File: src/rtl/main_cmd_driver.sv
// rtl/main_cmd_driver.sv - command-queue initiator that drives the main mode unit and returns its result
module main_cmd_driver #(
    parameter int TIMEOUT_CYC = 64,
    parameter int CNT_W       = 8
) (
    input  logic             clk,
    input  logic             rst,
    input  logic             cmd_valid,
    output logic             cmd_ready,
    input  logic [1:0]       cmd_mode,
    input  logic [7:0]       cmd_x,
    input  logic [3:0]       cmd_start_len,
    output logic [1:0]       on,
    output logic [7:0]       x,
    output logic             start,
    input  logic [7:0]       m_y,
    input  logic [2:0]       m_s,
    input  logic             m_b,
    input  logic [1:0]       m_regime,
    input  logic             m_active,
    output logic             rsp_valid,
    input  logic             rsp_ready,
    output logic [7:0]       rsp_y,
    output logic [2:0]       rsp_s,
    output logic             rsp_b,
    output logic             rsp_active,
    output logic [CNT_W-1:0] rsp_cycles,
    output logic [1:0]       rsp_err
);

    localparam logic [2:0] S_IDLE  = 3'd0;
    localparam logic [2:0] S_ISSUE = 3'd1;
    localparam logic [2:0] S_RUN   = 3'd2;
    localparam logic [2:0] S_WAIT  = 3'd3;
    localparam logic [2:0] S_RESP  = 3'd4;

    logic [2:0]       state;
    logic [1:0]       mode_q;
    logic [3:0]       len_q;
    logic [3:0]       cd;
    logic [7:0]       x_q;
    logic [CNT_W-1:0] cnt;
    logic [CNT_W-1:0] cnt_inc;
    logic             timeout_hit;

    assign cmd_ready = (state == S_IDLE);
    assign rsp_valid = (state == S_RESP);
    assign x         = x_q;

    // Drive outputs decode from the async-reset state so a reset drops them immediately.
    assign on    = (state == S_ISSUE) ? mode_q : 2'd0;
    assign start = (state == S_ISSUE) ? (len_q != 4'd0)
                                      : ((state == S_RUN) && (cd != 4'd0));

    assign cnt_inc     = (&cnt) ? cnt : cnt + CNT_W'(1);
    assign timeout_hit = (32'(cnt_inc) >= 32'(TIMEOUT_CYC)) || (&cnt_inc);

    always_ff @(posedge clk or negedge rst) begin
        if (!rst) begin
            state      <= S_IDLE;
            mode_q     <= 2'd0;
            len_q      <= 4'd0;
            cd         <= 4'd0;
            x_q        <= 8'd0;
            cnt        <= '0;
            rsp_y      <= 8'd0;
            rsp_s      <= 3'd0;
            rsp_b      <= 1'b0;
            rsp_active <= 1'b0;
            rsp_cycles <= '0;
            rsp_err    <= 2'd0;
        end else begin
            case (state)
                S_IDLE: begin
                    if (cmd_valid) begin
                        mode_q <= cmd_mode;
                        len_q  <= cmd_start_len;
                        if (cmd_mode == 2'd0 || m_regime != 2'd0) begin
                            rsp_y      <= 8'd0;
                            rsp_s      <= 3'd0;
                            rsp_b      <= 1'b0;
                            rsp_active <= 1'b0;
                            rsp_cycles <= '0;
                            rsp_err    <= (cmd_mode == 2'd0) ? 2'd1 : 2'd3;
                            state      <= S_RESP;
                        end else begin
                            x_q   <= cmd_x;
                            state <= S_ISSUE;
                        end
                    end
                end
                S_ISSUE: begin
                    cd    <= (len_q == 4'd0) ? 4'd0 : len_q - 4'd1;
                    cnt   <= CNT_W'(1);
                    state <= S_RUN;
                end
                S_RUN: begin
                    // The burst always completes; regime is only judged once in WAIT.
                    cnt <= cnt_inc;
                    if (cd != 4'd0) begin
                        cd <= cd - 4'd1;
                    end
                    if (cd <= 4'd1) begin
                        state <= S_WAIT;
                    end
                end
                S_WAIT: begin
                    cnt <= cnt_inc;
                    if (m_regime == 2'd0 || timeout_hit) begin
                        rsp_y      <= m_y;
                        rsp_s      <= m_s;
                        rsp_b      <= m_b;
                        rsp_active <= m_active;
                        rsp_cycles <= cnt_inc;
                        rsp_err    <= (m_regime == 2'd0) ? 2'd0 : 2'd2;
                        state      <= S_RESP;
                    end
                end
                S_RESP: begin
                    if (rsp_ready) begin
                        state <= S_IDLE;
                    end
                end
                default: state <= S_IDLE;
            endcase
        end
    end

endmodule

File: config.mk
export PLATFORM = sky130hd
export DESIGN_NAME = main_cmd_driver
export DESIGN_NICKNAME = d
export VERILOG_FILES = /design/src/rtl/main_cmd_driver.sv
export SDC_FILE = /design/constraint.sdc
export NUM_CORES = 1
export LEC_CHECK = 0
export CORE_MARGIN = 2
export CORE_UTILIZATION = 54
export CTS_BUF_LIST = sky130_fd_sc_hd__clkbuf_4 sky130_fd_sc_hd__clkbuf_8
export CTS_CLUSTER_DIAMETER = 100
export CTS_CLUSTER_SIZE = 25
export DETAILED_ROUTE_END_ITERATION = 6
export GPL_ROUTABILITY_DRIVEN = 0
export GPL_TIMING_DRIVEN = 0
export PLACE_DENSITY_LB_ADDON = 0.08
export SYNTH_ARGS = -nofsm -noshare
export SYNTH_HDL_FRONTEND = slang
export SYNTH_SLANG_ARGS = --single-unit
export TNS_END_PERCENT = 50
File: constraint.sdc
create_clock -name clk -period 4.6 [get_ports clk]
set_input_delay 1.38 -clock clk [delete_from_list [all_inputs] [get_ports clk]]
set_output_delay 1.38 -clock clk [all_outputs]
set_load 0.03 [all_outputs]
==> impl_results.html, run 1 <==
<table>
<tr><th>Metric</th><th>Value</th></tr>
<tr><th colspan="2">Synth</th></tr>
<tr><td>Leading cell type by number of instances after synthesis</td><td>sky130_fd_sc_hd__dfrtp_1</td></tr>
<tr><td>Register area share after synthesis</td><td>49.7%</td></tr>
<tr><td>Top post-synthesis cells by count</td><td>sky130_fd_sc_hd__dfrtp_1, sky130_fd_sc_hd__nand2_1, sky130_fd_sc_hd__mux2_2</td></tr>
<tr><td>Count of flip-flops with a built-in enable after synthesis</td><td>0</td></tr>
<tr><td>Post-synthesis cell type with the largest combined area</td><td>sky130_fd_sc_hd__dfrtp_1</td></tr>
<tr><td>Async set-reset flop share out of synthesis</td><td>100%</td></tr>
<tr><td>Count of different cell masters after synthesis</td><td>43</td></tr>
<tr><td>Leading post-synthesis cells by cell area</td><td>sky130_fd_sc_hd__dfrtp_1, sky130_fd_sc_hd__mux2_2, sky130_fd_sc_hd__mux2_4</td></tr>
<tr><td>Cell area after synthesis</td><td>around 2600 sq um</td></tr>
<tr><td>#FFs+latches synth</td><td>52</td></tr>
<tr><td>Total nets after synthesis</td><td>between 200 and 300</td></tr>
<tr><td>Top-area cell type share of the netlist area</td><td>approximately half</td></tr>
<tr><td>Syn_area_per_cell</td><td>10.6 sq um</td></tr>
<tr><td>Ys flop type</td><td>sky130_fd_sc_hd__dfrtp_1</td></tr>
<tr><td>Cells after synthesis</td><td>roughly 250</td></tr>
<tr><td>Warning count from the yosys run</td><td>0</td></tr>
<tr><th colspan="2">Run status</th></tr>
<tr><td>Outcome</td><td>finished clean</td></tr>
<tr><th colspan="2">Worst setup path</th></tr>
<tr><td>Startpoint kind of the worst setup timing path</td><td>register</td></tr>
<tr><td>Data required time at the worst endpoint</td><td>3.22 ns</td></tr>
<tr><td>Data arrival time of the critical path</td><td>about 2.2 ns</td></tr>
<tr><td>Launch point of the critical path</td><td>cd[0]$_DFFE_PN0P_</td></tr>
<tr><td>Stage delay of the slowest cell on the critical path</td><td>0.68 ns</td></tr>
<tr><td>Reg-to-reg critical path endpoint</td><td>rsp_y[0]$_DFFE_PN0P_</td></tr>
<tr><td>Highest fanout seen on the critical path</td><td>4</td></tr>
<tr><td>Critical path type</td><td>register to output port</td></tr>
<tr><td>Worst-path cell chain</td><td>inv_1 &gt; ha_1 &gt; a211o_1 &gt; o21a_1 &gt; nor2_1 &gt; clkdlybuf4s50_1</td></tr>
<tr><td>Origin of the critical flop-to-flop path</td><td>cnt[0]$_DFFE_PN0P_</td></tr>
<tr><td>Reg-to-reg setup timing slack</td><td>between 2 and 2.5 ns</td></tr>
<tr><td>Slowest cell on crit path</td><td>sky130_fd_sc_hd__clkdlybuf4s50_1</td></tr>
<tr><td>Cell depth of the worst flop-to-flop path</td><td>8</td></tr>
<tr><td>Crit. End Element</td><td>output port</td></tr>
<tr><th colspan="2">Global route</th></tr>
<tr><td>Total global routing overflow</td><td>0</td></tr>
<tr><td>Largest net degree at the start of global routing</td><td>33</td></tr>
<tr><td>Gr usage total</td><td>approximately 22%</td></tr>
<tr><td>Via count of the first global-routing pass</td><td>between 1500 and 2000</td></tr>
<tr><td>Initial antenna violation count</td><td>0</td></tr>
<tr><td>Global-route wire length before repair</td><td>8900 um</td></tr>
<tr><th colspan="2">Placement</th></tr>
<tr><td>Pre-CTS setup slack</td><td>about 1.3 ns</td></tr>
<tr><td>Input/output buffers</td><td>slightly below 70</td></tr>
<tr><td>Total half-perimeter wirelength after legalization and detailed placement</td><td>approximately 4100 um</td></tr>
<tr><th colspan="2">Clocking</th></tr>
<tr><td>Sinks on Clock Net</td><td>52</td></tr>
<tr><td>Clk Latency, worst-skew pair</td><td>roughly 0.30 ns</td></tr>
<tr><td># Post-CTS Setup Buffers</td><td>0</td></tr>
<tr><td>Post-cts resize count</td><td>0</td></tr>
<tr><td>Bufs on Longest Clock Path</td><td>2</td></tr>
<tr><td>Clock-pin slew on the worst setup and hold paths</td><td>0.09 ns</td></tr>
<tr><td>Clock root buffer</td><td>sky130_fd_sc_hd__clkbuf_8</td></tr>
<tr><td>H-tree levels</td><td>2</td></tr>
<tr><td>CTS hold repair buffers</td><td>0</td></tr>
<tr><td>Number of CTS-inserted buffers</td><td>5</td></tr>
<tr><td>TritonCTS clock tree</td><td>built</td></tr>
<tr><th colspan="2">Floorplan</th></tr>
<tr><td>Starting Density</td><td>55.8%</td></tr>
<tr><td>Count of standard-cell rows</td><td>25</td></tr>
<tr><td>DIE HEIGHT</td><td>around 74 um</td></tr>
<tr><td>Number of I/O pins</td><td>69</td></tr>
<tr><td>Floorplan Core Area</td><td>about 4700 sq um</td></tr>
<tr><td>Die boundary width</td><td>~74 um</td></tr>
<tr><td>Die footprint</td><td>5420 sq um</td></tr>
<tr><th colspan="2">Final layout</th></tr>
<tr><td>Fillers</td><td>358</td></tr>
<tr><td># nets final</td><td>358</td></tr>
<tr><td>Area growth from synthesis to final layout</td><td>33.4%</td></tr>
<tr><td>Fraction of final layout cells sized beyond drive strength 1</td><td>15.5%</td></tr>
<tr><td>Number of diodes</td><td>0</td></tr>
<tr><th colspan="2">STA</th></tr>
<tr><td>Max-slew headroom at the worst pin</td><td>roughly 64%</td></tr>
<tr><td>Setup repair after global routing missed its margin</td><td>no</td></tr>
<tr><td>Pins over their slew limit</td><td>0</td></tr>
<tr><td>Final setup violation count</td><td>0</td></tr>
<tr><td>Setup total negative slack</td><td>0 ns</td></tr>
<tr><td>Number of hold violations in the final report</td><td>0</td></tr>
<tr><td>Setup clock skew after layout</td><td>0.00304 ns</td></tr>
<tr><td>Final cycle utilization of the critical path</td><td>between 70% and 80%</td></tr>
<tr><td>Setup ws final</td><td>~1.0 ns</td></tr>
<tr><td>Crit path time final</td><td>3.57 ns</td></tr>
<tr><td>Highest attainable clock frequency</td><td>280 MHz</td></tr>
<tr><td>Tightest Pin Transition</td><td>approximately 0.54 ns</td></tr>
<tr><th colspan="2">Min path</th></tr>
<tr><td>Hold Path Class</td><td>register to register</td></tr>
<tr><td>Hold Path End</td><td>rsp_cycles[7]$_DFFE_PN0P_</td></tr>
<tr><td>Instance count along the most critical hold path</td><td>1</td></tr>
<tr><td>Worst Hold Launch</td><td>rsp_cycles[7]$_DFFE_PN0P_</td></tr>
<tr><th colspan="2">Power and ir drop</th></tr>
<tr><td>Peak ir drop on the vdd network</td><td>roughly 0.33 mV</td></tr>
<tr><td>P per Cell Area</td><td>between 500 and 600 nW/um^2</td></tr>
<tr><td>Leakage Power</td><td>approximately 1.6 nW</td></tr>
<tr><td>Tot Pwr</td><td>around 0.0018 W</td></tr>
<tr><th colspan="2">Run</th></tr>
<tr><td>Maxcap violations</td><td>0</td></tr>
<tr><th colspan="2">Routing</th></tr>
<tr><td>DR vias</td><td>~2000</td></tr>
<tr><td>Number of DRC markers after the initial detailed-route iteration</td><td>approximately 130</td></tr>
<tr><td>Count of antenna-violating nets left after detailed routing</td><td>0</td></tr>
<tr><td>Drt total wl</td><td>between 5000 and 6000 um</td></tr>
<tr><td>Routed wirelength normalized by instance count</td><td>roughly 15 um</td></tr>
<tr><td>Vias per Instance</td><td>~5.5</td></tr>
<tr><td>Iteration count of the initial detailed-routing pass</td><td>4</td></tr>
<tr><td>DR DRC count</td><td>0</td></tr>
</table>
[cells by family after synthesis]
kind of cell | after synthesis | synth area share, %
adders and majority gates | 3 | 1.43
xor gates and xnor gates | 1 | 0.335
buffers and inverters | 26 | 4.97
AOI/OAI and AO/OA | 53 | 12.7
and+or+nand+nor | 74 | 14.3
muxes | 37 | 16.6
DFF | 52 | 49.7
[cell type report]
| cell class | instances | area [sq um] | area share, % |
|---|---|---|---|
| plain buffers | 12 | 77.6 | 2.22 |
| inverters | 14 | 52.6 | 1.51 |
| flip-flops and latches | 52 | 1300 | 37.3 |
| well taps | 54 | 67.6 | 1.94 |
| clock buffers | 5 | 68.8 | 1.97 |
| repair buffers | 69 | 696 | 19.9 |
| clock inverters | 3 | 42.5 | 1.22 |
| multi-input cells | 168 | 1180 | 33.9 |
[sequential cells by signal, summed over array words and instances (netlist names)]
| register | count |
|---|---|
| cnt | 8 |
| rsp_cycles | 8 |
| rsp_y | 8 |
| x | 8 |
| cd | 4 |
| len_q | 4 |
| rsp_s | 3 |
| state | 3 |
| mode_q | 2 |
| rsp_err | 2 |
| rsp_active | 1 |
| rsp_b | 1 |
[per-stage QoR]
| stage | utilization [%] | hold WS [ns] | instance area (sq um) | std cells |
|---|---|---|---|---|
| after floorplan | - | 0.472 | 2620 | 246 |
| after global placement | 71.7 | 0.463 | 3360 | 368 |
| after detailed placement | 72.0 | 0.470 | 3380 | 369 |
| after CTS | 74.4 | 0.499 | 3490 | 377 |
| after global routing | 74.4 | 0.520 | 3490 | 377 |
| final | 74.4 | 0.500 | 3490 | 377 |
[worst max-delay path, delay by kind of cell, from the launching register on]
family                     cells  cell delay (ns)
AOI/OAI and AO/OA              2             0.38
buffers and inverters          2             0.76
adders and majority gates      1             0.24
and+or+nand+nor                1             0.11
DFF                            1             0.38
[report_power, final]
part / internal (W) / switching [W]
logic: 0.000382 / 0.000420
registers: 0.000569 / 0.0000910
clock network: 0.000161 / 0.000148
[placed cells by master (no fill, tap or decap), types with 8 or more instances in the layout]
cell | Yosys | layout
sky130_fd_sc_hd__inv_1 | 14 | 14
sky130_fd_sc_hd__nand2_1 | 21 | 21
sky130_fd_sc_hd__o21ai_0 | 12 | 12
sky130_fd_sc_hd__clkdlybuf4s50_1 | 0 | 67
sky130_fd_sc_hd__mux2_2 | 19 | 19
sky130_fd_sc_hd__mux2i_1 | 10 | 10
sky130_fd_sc_hd__and3_1 | 10 | 10
sky130_fd_sc_hd__nor2_1 | 15 | 15
sky130_fd_sc_hd__mux2_4 | 8 | 8
sky130_fd_sc_hd__dfrtp_1 | 52 | 52
sky130_fd_sc_hd__a21oi_1 | 18 | 18
[layer usage]
metal	wire, um	GRT usage [%]	vias up	part of all wire (%)
li1	-	-	1023	-
met1	2320	26.9	966	42
met2	2750	36.9	60	50
met3	336	5.90	7	6.1
met4	82	6.87	0	1.5
met5	0	0	-	0
[worst max-delay path by stage]
| stage | depth (start not counted) | endpoint |
|---|---|---|
| 5_1_grt | 6 | start |
| 4_1_cts | 6 | start |
| 3_3_place_gp | 1 | x[5]$_DFFE_PN0P_ |
| 6_report | 6 | start |
| 3_5_place_dp | 7 | rsp_y[0]$_DFFE_PN0P_ |
| 2_1_floorplan | 5 | start |
Power figures use the tool's default switching activity.
==> run 2, diff against run 1 <==
--- a/config.mk
+++ b/config.mk
@@ -6,7 +6,7 @@
 export NUM_CORES = 1
 export LEC_CHECK = 0
 export CORE_MARGIN = 2
-export CORE_UTILIZATION = 54
+export CORE_UTILIZATION = 45
 export CTS_BUF_LIST = sky130_fd_sc_hd__clkbuf_4 sky130_fd_sc_hd__clkbuf_8
 export CTS_CLUSTER_DIAMETER = 100
 export CTS_CLUSTER_SIZE = 25
==> constraint.sdc (replaced) <==
create_clock -name clk -period 3.2 [get_ports clk]
set_input_delay 0.96 -clock clk [delete_from_list [all_inputs] [get_ports clk]]
set_output_delay 0.96 -clock clk [all_outputs]
set_load 0.03 [all_outputs]
==> impl_results.html, run 2 (same netlist as run 1, synthesis figures left out) <==
<table>
<tr><th>Metric</th><th>Value</th></tr>
<tr><th colspan="2">Floorplan</th></tr>
<tr><td>Number of I/O pins</td><td>a little under 70</td></tr>
<tr><td>Die boundary width</td><td>~80 um</td></tr>
<tr><td>Floorplan Core Area</td><td>around 5600 sq um</td></tr>
<tr><td>Starting Density</td><td>between 40% and 50%</td></tr>
<tr><td>Count of standard-cell rows</td><td>27</td></tr>
<tr><td>DIE HEIGHT</td><td>roughly 80 um</td></tr>
<tr><td>Die footprint</td><td>6440 sq um</td></tr>
<tr><th colspan="2">Global route</th></tr>
<tr><td>Global routing usage on met1</td><td>between 20% and 30%</td></tr>
<tr><td>Gr usage total</td><td>between 10% and 20%</td></tr>
<tr><td>Initial antenna violation count</td><td>0</td></tr>
<tr><td>Via count of the first global-routing pass</td><td>1983</td></tr>
<tr><td>M2 GR Usage</td><td>approximately 31%</td></tr>
<tr><td>Highest-utilization routing layer at the global route stage</td><td>met2</td></tr>
<tr><td>Met3 usage in global routing</td><td>~5.7%</td></tr>
<tr><td>Largest net degree at the start of global routing</td><td>30</td></tr>
<tr><td>Global-route wire length before repair</td><td>about 9300 um</td></tr>
<tr><td>Total global routing overflow</td><td>0</td></tr>
<tr><th colspan="2">STA</th></tr>
<tr><td>Setup clock skew after layout</td><td>0.00813 ns</td></tr>
<tr><td>Number of hold violations in the final report</td><td>0</td></tr>
<tr><td>Tightest Pin Transition</td><td>0.558 ns</td></tr>
<tr><td>Setup ws final</td><td>~0.31 ns</td></tr>
<tr><td>Pins over their slew limit</td><td>0</td></tr>
<tr><td>Max-slew headroom at the worst pin</td><td>between 60% and 70%</td></tr>
<tr><td>Setup repair after global routing missed its margin</td><td>no</td></tr>
<tr><td>Final cycle utilization of the critical path</td><td>90.2%</td></tr>
<tr><td>Setup total negative slack</td><td>0 ns</td></tr>
<tr><td>Final setup violation count</td><td>0</td></tr>
<tr><td>Crit path time final</td><td>approximately 2.9 ns</td></tr>
<tr><td>Highest attainable clock frequency</td><td>~350 MHz</td></tr>
<tr><th colspan="2">Clocking</th></tr>
<tr><td>Sinks on Clock Net</td><td>52</td></tr>
<tr><td># Post-CTS Setup Buffers</td><td>0</td></tr>
<tr><td>Clk Latency, worst-skew pair</td><td>approximately 0.30 ns</td></tr>
<tr><td>TritonCTS clock tree</td><td>built</td></tr>
<tr><td>Clock-pin slew on the worst setup and hold paths</td><td>0.09 ns</td></tr>
<tr><td>CTS hold repair buffers</td><td>0</td></tr>
<tr><td>Bufs on Longest Clock Path</td><td>2</td></tr>
<tr><td>H-tree levels</td><td>2</td></tr>
<tr><td>Clock root buffer</td><td>sky130_fd_sc_hd__clkbuf_8</td></tr>
<tr><td>Number of CTS-inserted buffers</td><td>5</td></tr>
<tr><td>Post-cts resize count</td><td>0</td></tr>
<tr><th colspan="2">Worst setup path</th></tr>
<tr><td>Origin of the critical flop-to-flop path</td><td>cnt[0]$_DFFE_PN0P_</td></tr>
<tr><td>Highest fanout seen on the critical path</td><td>8</td></tr>
<tr><td>Startpoint kind of the worst setup timing path</td><td>register</td></tr>
<tr><td>Reg-to-reg setup timing slack</td><td>about 0.9 ns</td></tr>
<tr><td>Cell depth of the worst flop-to-flop path</td><td>8</td></tr>
<tr><td>Reg-to-reg critical path endpoint</td><td>rsp_y[4]$_DFFE_PN0P_</td></tr>
<tr><td>Data required time at the worst endpoint</td><td>between 2 and 2.5 ns</td></tr>
<tr><td>Critical path type</td><td>register to output port</td></tr>
<tr><td>Data arrival time of the critical path</td><td>1.93 ns</td></tr>
<tr><td>Crit. End Element</td><td>output port</td></tr>
<tr><td>Launch point of the critical path</td><td>state[1]$_DFFE_PN0P_</td></tr>
<tr><th colspan="2">Final layout</th></tr>
<tr><td>Area growth from synthesis to final layout</td><td>34.4%</td></tr>
<tr><td>FF+latch area</td><td>1300 sq um</td></tr>
<tr><td>Commonest non-fill, non-tap cells in the layout</td><td>sky130_fd_sc_hd__clkdlybuf4s50_1, sky130_fd_sc_hd__dfrtp_1, sky130_fd_sc_hd__nand2_1</td></tr>
<tr><td>Number of diodes</td><td>0</td></tr>
<tr><td># nets final</td><td>around 360</td></tr>
<tr><td>Multi-input logic area</td><td>1180 sq um</td></tr>
<tr><td>Design area</td><td>about 3500 sq um</td></tr>
<tr><td>Fillers</td><td>470</td></tr>
<tr><td>Most common library cell in the layout ignoring fill and taps</td><td>sky130_fd_sc_hd__clkdlybuf4s50_1</td></tr>
<tr><td>Fraction of final layout cells sized beyond drive strength 1</td><td>15.5%</td></tr>
<tr><th colspan="2">Min path</th></tr>
<tr><td>Hold Path End</td><td>rsp_cycles[6]$_DFFE_PN0P_</td></tr>
<tr><td>Worst Hold Launch</td><td>rsp_cycles[6]$_DFFE_PN0P_</td></tr>
<tr><td>Hold Path Class</td><td>register to register</td></tr>
<tr><td>Instance count along the most critical hold path</td><td>1</td></tr>
<tr><th colspan="2">Power and ir drop</th></tr>
<tr><td>P per Cell Area</td><td>just over 700 nW/um^2</td></tr>
<tr><td>Peak ir drop on the vdd network</td><td>about 0.56 mV</td></tr>
<tr><td>Leakage Power</td><td>~1.6 nW</td></tr>
<tr><th colspan="2">Routing</th></tr>
<tr><td>Drt total wl</td><td>approximately 5600 um</td></tr>
<tr><td>Count of antenna-violating nets left after detailed routing</td><td>0</td></tr>
<tr><td>DR DRC count</td><td>0</td></tr>
<tr><td>Routed wirelength normalized by instance count</td><td>about 14 um</td></tr>
<tr><td>Vias per Instance</td><td>~5.2</td></tr>
<tr><td>Iteration count of the initial detailed-routing pass</td><td>4</td></tr>
<tr><td>DR vias</td><td>2043</td></tr>
<tr><td>Number of DRC markers after the initial detailed-route iteration</td><td>110</td></tr>
<tr><th colspan="2">Placement</th></tr>
<tr><td>Placement-stage cell area</td><td>3400 sq um</td></tr>
<tr><td>Pre-CTS setup slack</td><td>between 0.3 and 0.4 ns</td></tr>
<tr><td>Input/output buffers</td><td>68</td></tr>
<tr><td>Total half-perimeter wirelength after legalization and detailed placement</td><td>4140 um</td></tr>
<tr><th colspan="2">Run</th></tr>
<tr><td>Maxcap violations</td><td>0</td></tr>
<tr><th colspan="2">Run status</th></tr>
<tr><td>Outcome</td><td>finished clean</td></tr>
</table>
run 2: layout make-up:
type,count,share of cell area [%]
plain buffers,12,2.21
clock inverters,2,0.996
well taps,72,2.56
repair buffers,69,19.9
inverters,14,1.49
flip-flops and latches,52,37.0
clock buffers,6,2.17
multi-input cells,168,33.7
run 2: worst max-delay path: stages, from the launching register on:
cell,delay (ns)
sky130_fd_sc_hd__dfrtp_1,0.47
sky130_fd_sc_hd__inv_1,0.10
sky130_fd_sc_hd__nand2_1,0.10
sky130_fd_sc_hd__nor2_1,0.13
sky130_fd_sc_hd__and2_1,0.15
sky130_fd_sc_hd__clkdlybuf4s50_1,0.67
run 2: report_power, final:
part           internal (W)  switching [W]  leakage (nW)
registers          0.000818       0.000129         0.674
logic              0.000549       0.000604         0.859
clock network      0.000241       0.000211        0.0586
run 2: routing by layer:
layer | up-vias | wire length, um
li1 | 1018 | -
met1 | 968 | 2510
met2 | 52 | 2680
met3 | 5 | 343
met4 | 0 | 46
met5 | - | 0
run 2: stage by stage:
step	util (%)	power, W	cells	hold WS (ns)
after floorplan	-	0.00173	246	0.472
after global placement	60.8	0.00210	386	0.462
after detailed placement	61.0	0.00212	387	0.471
after CTS	63.0	0.00258	395	0.492
after global routing	63.1	0.00272	395	0.522
final	63.1	0.00255	395	0.490
run 2: how the worst max path moves through the flow:
stage / slack, ns / end
after floorplan: 0.84 / start
final: 0.31 / on[1]
after detailed placement: 0.30 / rsp_y[7]$_DFFE_PN0P_
after global routing: 0.19 / on[0]
after global placement: -0.49 / x[5]$_DFFE_PN0P_
after CTS: 0.07 / start
